File: config.mk
export PLATFORM = sky130hd
export DESIGN_NAME = fetch_unit
export DESIGN_NICKNAME = d
export VERILOG_FILES = /design/src/rtl/fetch_unit_pkg.sv /design/src/rtl/fetch_unit_if_id_reg.sv /design/src/rtl/fetch_unit.sv
export SDC_FILE = /design/constraint.sdc
export NUM_CORES = 1
export LEC_CHECK = 0
export ABC_AREA = 1
export BUFFER_PORTS_ARGS = -buffer_cell sky130_fd_sc_hd__buf_2
export CAP_MARGIN = 40
export CORE_UTILIZATION = 49
export CTS_BUF_LIST = sky130_fd_sc_hd__clkbuf_16
export CTS_CLUSTER_DIAMETER = 40
export DETAILED_ROUTE_END_ITERATION = 8
export PLACE_DENSITY = 0.87
export SETUP_SLACK_MARGIN = 0.5
export SLEW_MARGIN = 20
export SYNTH_ARGS = -nofsm -noshare
export SYNTH_HDL_FRONTEND = slang
export SYNTH_SLANG_ARGS = --single-unit
File: constraint.sdc
create_clock -name clk -period 1.6 [get_ports clk]
set_input_delay 0.32 -clock clk [delete_from_list [all_inputs] [get_ports clk]]
set_output_delay 0.32 -clock clk [all_outputs]
set_load 0.005 [all_outputs]
File: src/rtl/fetch_unit_pkg.sv
// Shared constants and FSM state encoding for the instruction-fetch stage.
package fetch_unit_pkg;

  localparam int CPU_WIDTH = 32;
  localparam logic [CPU_WIDTH-1:0] NOP_INST_DEF = 32'h0000_0013;  // addi x0,x0,0
  localparam logic [CPU_WIDTH-1:0] PC_STEP = 32'd4;

  typedef enum logic {
    ST_BOOT = 1'b0,
    ST_RUN  = 1'b1
  } fetch_state_e;

endpackage

File: src/rtl/fetch_unit_if_id_reg.sv
// IF/ID pipeline register: flush inserts a bubble, load captures a fetch, otherwise holds.
module fetch_unit_if_id_reg
  import fetch_unit_pkg::*;
#(
  parameter logic [CPU_WIDTH-1:0] RESET_PC = 32'h0000_0000,
  parameter logic [CPU_WIDTH-1:0] NOP_INST = NOP_INST_DEF
) (
  input  logic                 clk,
  input  logic                 rst_n,
  input  logic                 i_flush,
  input  logic                 i_load,
  input  logic [CPU_WIDTH-1:0] i_pc,
  input  logic [CPU_WIDTH-1:0] i_inst,
  output logic [CPU_WIDTH-1:0] o_pc,
  output logic [CPU_WIDTH-1:0] o_inst,
  output logic                 o_valid
);

  logic [CPU_WIDTH-1:0] r_pc;
  logic [CPU_WIDTH-1:0] r_inst;
  logic                 r_valid;

  // Flush wins over load so a redirect always squashes the wrong-path fetch.
  always_ff @(posedge clk) begin
    if (!rst_n) begin
      r_pc    <= RESET_PC;
      r_inst  <= NOP_INST;
      r_valid <= 1'b0;
    end else if (i_flush) begin
      r_pc    <= i_pc;
      r_inst  <= NOP_INST;
      r_valid <= 1'b0;
    end else if (i_load) begin
      r_pc    <= i_pc;
      r_inst  <= i_inst;
      r_valid <= 1'b1;
    end
  end

  assign o_pc    = r_pc;
  assign o_inst  = r_inst;
  assign o_valid = r_valid;

endmodule

File: src/rtl/fetch_unit.sv
// Instruction-fetch stage: PC register, BOOT/RUN sequencing, redirect/stall handling.
// Optional FETCH_PERF_CNT_EN adds fetch and stall event counters.
//
//   state   | meaning
//   --------+----------------------------------------------------
//   ST_BOOT | first cycle after reset release; IF/ID stays bubble
//   ST_RUN  | steady state: jump > stall > sequential advance
module fetch_unit
  import fetch_unit_pkg::*;
#(
  parameter logic [CPU_WIDTH-1:0] RESET_PC = 32'h0000_0000,
  parameter logic [CPU_WIDTH-1:0] NOP_INST = NOP_INST_DEF
) (
  input  logic                 clk,
  input  logic                 rst_n,
  input  logic                 stall_i,
  input  logic                 jump_en_i,
  input  logic [CPU_WIDTH-1:0] jump_addr_i,
  input  logic [CPU_WIDTH-1:0] inst_i,
  output logic [CPU_WIDTH-1:0] pc_addr_o,
  output logic [CPU_WIDTH-1:0] id_pc_o,
  output logic [CPU_WIDTH-1:0] id_inst_o,
  output logic                 id_valid_o,
`ifdef FETCH_PERF_CNT_EN
  output logic [31:0]          fetch_cnt_o,
  output logic [31:0]          stall_cnt_o,
`endif
  output logic                 misalign_o
);

  fetch_state_e         r_state;
  fetch_state_e         w_state_nxt;
  logic [CPU_WIDTH-1:0] r_pc;
  logic [CPU_WIDTH-1:0] w_pc_nxt;
  logic                 r_misalign;
  logic                 w_misalign_nxt;
  logic                 w_load;
  logic                 w_flush;
  logic                 w_stall_cyc;

  always_ff @(posedge clk) begin
    if (!rst_n) begin
      r_state    <= ST_BOOT;
      r_pc       <= RESET_PC;
      r_misalign <= 1'b0;
    end else begin
      r_state    <= w_state_nxt;
      r_pc       <= w_pc_nxt;
      r_misalign <= w_misalign_nxt;
    end
  end

  // A redirect is honoured in either state; the target is word-aligned by dropping addr[1:0].
  always_comb begin
    w_state_nxt    = r_state;
    w_pc_nxt       = r_pc;
    w_misalign_nxt = 1'b0;
    w_load         = 1'b0;
    w_flush        = 1'b0;
    w_stall_cyc    = 1'b0;
    if (jump_en_i) begin
      w_state_nxt    = ST_RUN;
      w_pc_nxt       = {jump_addr_i[CPU_WIDTH-1:2], 2'b00};
      w_misalign_nxt = |jump_addr_i[1:0];
      w_flush        = 1'b1;
    end else begin
      unique case (r_state)
        ST_BOOT: w_state_nxt = ST_RUN;
        ST_RUN: begin
          if (stall_i) begin
            w_stall_cyc = 1'b1;
          end else begin
            w_load   = 1'b1;
            w_pc_nxt = r_pc + PC_STEP;
          end
        end
        default: w_state_nxt = ST_BOOT;
      endcase
    end
  end

  fetch_unit_if_id_reg #(
    .RESET_PC (RESET_PC),
    .NOP_INST (NOP_INST)
  ) u_if_id_reg (
    .clk     (clk),
    .rst_n   (rst_n),
    .i_flush (w_flush),
    .i_load  (w_load),
    .i_pc    (r_pc),
    .i_inst  (inst_i),
    .o_pc    (id_pc_o),
    .o_inst  (id_inst_o),
    .o_valid (id_valid_o)
  );

`ifdef FETCH_PERF_CNT_EN
  logic [31:0] r_fetch_cnt;
  logic [31:0] r_stall_cnt;

  always_ff @(posedge clk) begin
    if (!rst_n) begin
      r_fetch_cnt <= 32'd0;
      r_stall_cnt <= 32'd0;
    end else begin
      if (w_load)      r_fetch_cnt <= r_fetch_cnt + 32'd1;
      if (w_stall_cyc) r_stall_cnt <= r_stall_cnt + 32'd1;
    end
  end

  assign fetch_cnt_o = r_fetch_cnt;
  assign stall_cnt_o = r_stall_cnt;
`endif

  assign pc_addr_o  = r_pc;
  assign misalign_o = r_misalign;

endmodule

==> results.ini <==
[power]
max-vdd-ir-drop_uv = 577
static-leakage-power_nw = 3.38
power.density_mw_per_mm2 = 858
total_power_mw = 6.47

[outcome]
run_status = complete, no violations

[clock_network]
clkTransAtPathRegs_ns = 0.07
cts_root_buffer = sky130_fd_sc_hd__clkbuf_16
cts_buffers = 9
clock-sinks = 95
htree_num_levels = 3
clock_insertion_delay_worst_skew_ns = 0.35
maximum_clock_path_buffer_count = 2
cts_tree = done
cts_hold_buffers = 0

[finish]
final_core_utilization = 0.859
final_common_cell = sky130_fd_sc_hd__nand2_1
fin_nets = 925
fillCellCount = 431
post_layout_nonfiller_instances = 969
final_layout_size_suffix_gt1_frac = 0.538
design_area_final_mm2 = 0.00753
area_growth_pct = 69.5
layout_common_cells = sky130_fd_sc_hd__nand2_1, sky130_fd_sc_hd__buf_2, sky130_fd_sc_hd__nor2_1
diodes = 0

[place]
place_ws_ns = 0.134
dp.cells = 869
routabilityCongestion = 0.919
placement.cell_area_mm2 = 0.00543
post_detail_place_hpwl_um = 9590
io_buffer_count = 161

[global_route]
initial_antenna_violation_count = 0
wire_length_of_the_first_global_routing_pass_um = 26400
grt_max_degree = 57
all_layer_global_routing_usage = 0.349
grt_overflow = 0
grt_pass1_vias = 5388

[detailed_routing]
drt_first_pass_iters = 6
drcViolationCount = 0
via_per_inst = 5.88
postRouteWirelength_um = 19100
ant_nets = 0
routed_wire_length_per_instance_um = 19.7
num_vias = 5702
detailedRoute.firstIterationViolations = 483

[hold_path]
min_path_type = primary input to flop
timing.hold.worst.start = inst_i[26]
whs_path_depth = 3

[worst_setup_path]
critical_path.cell_chain = nand2_1, nor2_1, nand2_1, nor2_4, nand2_1, nand2_1, nand3_2, a21oi_2
worst-r2r-cell-count = 8
path_depth = 8
timing.critical_path.fanout_max = 6
critical_path_buf_inv_count = 0
worst-setup-path-type = flop to flop
timing.rr.start = pc_addr_o[11]
startpoint = pc_addr_o[11]
worst_setup_path_end_kind = flop
critPathSlowestCell = sky130_fd_sc_hd__dfxtp_4
required_ns = 1.88
cp_data_arrival_time_ns = 1.79
cpPeakStageDelay_ns = 0.37
worst_path_dominant_cell_family = simple AND/OR/NAND/NOR gates
worst_path_most_repeated_cell = sky130_fd_sc_hd__nand2_1
critPathLaunchType = flop

[sta]
final_max_tran_viols = 0
hold-worst-slack_ns = 0.193
fin_crit_sh = 0.947
worst_clock_skew_ns = 0.00805
maxSlewHeadroom = 0.664
worst_slew_pin_slew_ns = 0.503
postLayoutSetupSlackWorst_ns = 0.0854
grt_setup_unrepaired = yes
setup_violations = 0
post_layout_min_period_ns = 1.51
timing.fmax_mhz = 660
report.final.hold_viol_count = 0
fin_tns_setup_ns = 0

[yosys]
ys.warnings.count = 0
netlist-cell-type-count = 34
mappedNetlistArea_mm2 = 0.00444
synth_cells = 617
synth_seq_cells = 95
synth_area_per_cell_um2 = 7.20
yosysSeqAreaShare = 0.428

[floorplanning]
die_area_mm2 = 0.00945
io_pins = 166
die-width_um = 97.2
std_cell_rows = 34
die_height_um = 97.2
placeableCoreArea_mm2 = 0.00876
initial_core_util = 0.507

[run]
number_of_violations_of_the_max_capacitance_limit = 0

worst reg2reg max path, stage by stage, from the launching register on:
cell and delay (ns):
sky130_fd_sc_hd__dfxtp_4 0.37, sky130_fd_sc_hd__nand2_1 0.13, sky130_fd_sc_hd__nor2_1 0.23, sky130_fd_sc_hd__nand2_1 0.14, sky130_fd_sc_hd__nor2_4 0.23, sky130_fd_sc_hd__nand2_1 0.08
sky130_fd_sc_hd__nand2_1 0.08, sky130_fd_sc_hd__nand3_2 0.06, sky130_fd_sc_hd__a21oi_2 0.12
state kept, by name, indices dropped and copies added (netlist names):
| register | count |
|---|---|
| u_if_id_reg.o_pc | 30 |
| misalign_o | 1 |
| u_if_id_reg.o_valid | 1 |
| u_if_id_reg.o_inst | 32 |
| pc_addr_o | 30 |
| r_state | 1 |
synth_stat cells:
master,n,area [um^2]
sky130_fd_sc_hd__o31ai_1,1,7.51
sky130_fd_sc_hd__buf_2,17,85.1
sky130_fd_sc_hd__o21ai_0,78,390
sky130_fd_sc_hd__nor2_4,11,124
sky130_fd_sc_hd__inv_1,40,150
sky130_fd_sc_hd__ha_1,1,12.5
sky130_fd_sc_hd__nand2_1,128,480
sky130_fd_sc_hd__conb_1,1,3.75
sky130_fd_sc_hd__inv_2,1,3.75
sky130_fd_sc_hd__a21oi_1,56,280
sky130_fd_sc_hd__and2_1,2,12.5
sky130_fd_sc_hd__nand2_2,5,31.3
sky130_fd_sc_hd__o21ai_1,3,15.0
sky130_fd_sc_hd__nor3b_1,2,15.0
sky130_fd_sc_hd__nor2_2,1,6.26
sky130_fd_sc_hd__a21oi_2,8,70.1
sky130_fd_sc_hd__nand3_1,31,155
sky130_fd_sc_hd__nor2_1,87,327
sky130_fd_sc_hd__buf_6,2,22.5
sky130_fd_sc_hd__a211oi_1,4,30.0
sky130_fd_sc_hd__nand3_2,5,50.1
sky130_fd_sc_hd__a221oi_1,1,8.76
sky130_fd_sc_hd__buf_4,6,45.0
sky130_fd_sc_hd__clkbuf_1,11,41.3
sky130_fd_sc_hd__nor2_8,2,40.0
sky130_fd_sc_hd__dfxtp_1,95,1900
sky130_fd_sc_hd__nor4_1,1,6.26
sky130_fd_sc_hd__nand4_1,2,12.5
sky130_fd_sc_hd__inv_4,1,6.26
sky130_fd_sc_hd__a31oi_1,4,25.0
sky130_fd_sc_hd__nand2_4,4,45.0
sky130_fd_sc_hd__nor3_1,3,15.0
sky130_fd_sc_hd__xnor2_1,2,17.5
sky130_fd_sc_hd__o211ai_1,1,7.51
path summary, 6_finish.rpt:
kind                                                to  slack (ns)
worst max-delay path                     pc_addr_o[22]        0.09
worst min-delay path            u_if_id_reg.o_inst[26]        0.19
worst max register to register           pc_addr_o[22]        0.09
worst min register to register  u_if_id_reg.o_inst[28]        0.47
final cells by class:
class / count / area (um^2) / share of cell area
multi-input combinational: 447 / 2480 / 0.329
timing repair buffer: 258 / 2300 / 0.306
inverter: 42 / 175 / 0.0233
clock inverter: 7 / 100 / 0.0133
tap: 108 / 135 / 0.0179
clock buffer: 9 / 225 / 0.0299
timing repair inverter: 3 / 23.8 / 0.00316
sequential: 95 / 2090 / 0.277
power by group:
| part | internal [mW] | total, mW | switching (mW) |
|---|---|---|---|
| Clock | 1.39 | 2.42 | 1.03 |
| Sequential | 2.52 | 2.67 | 0.149 |
| Combinational | 0.708 | 1.37 | 0.663 |
| Total | 4.62 | 6.47 | 1.84 |
repair_timing:
item,CTS,global route
endpoints found under the setup margin,175,187
gates cloned,13,2
pin swaps,23,19
gates resized for setup,184,77
buffers inserted,48,21
kinds of logic after synthesis:
group / Yosys count / synth area share
and+or+nand+nor: 284 / 0.297
AOI/OAI and AO/OA: 156 / 0.188
buffers and inverters: 78 / 0.0797
DFF: 95 / 0.428
adders and majority gates: 1 / 0.00281
other: 1 / 0.000844
xor gates and xnor gates: 2 / 0.00394
routing by layer:
layer / global-route usage / up-vias / wire length, um
met3: 0.0777 / 113 / 1940
met1: 0.383 / 2634 / 6430
met4: 0.181 / 0 / 1170
met2: 0.627 / 450 / 9520
li1: - / 2505 / -
met5: 0 / - / 0
(Power assumes the default switching activity.)
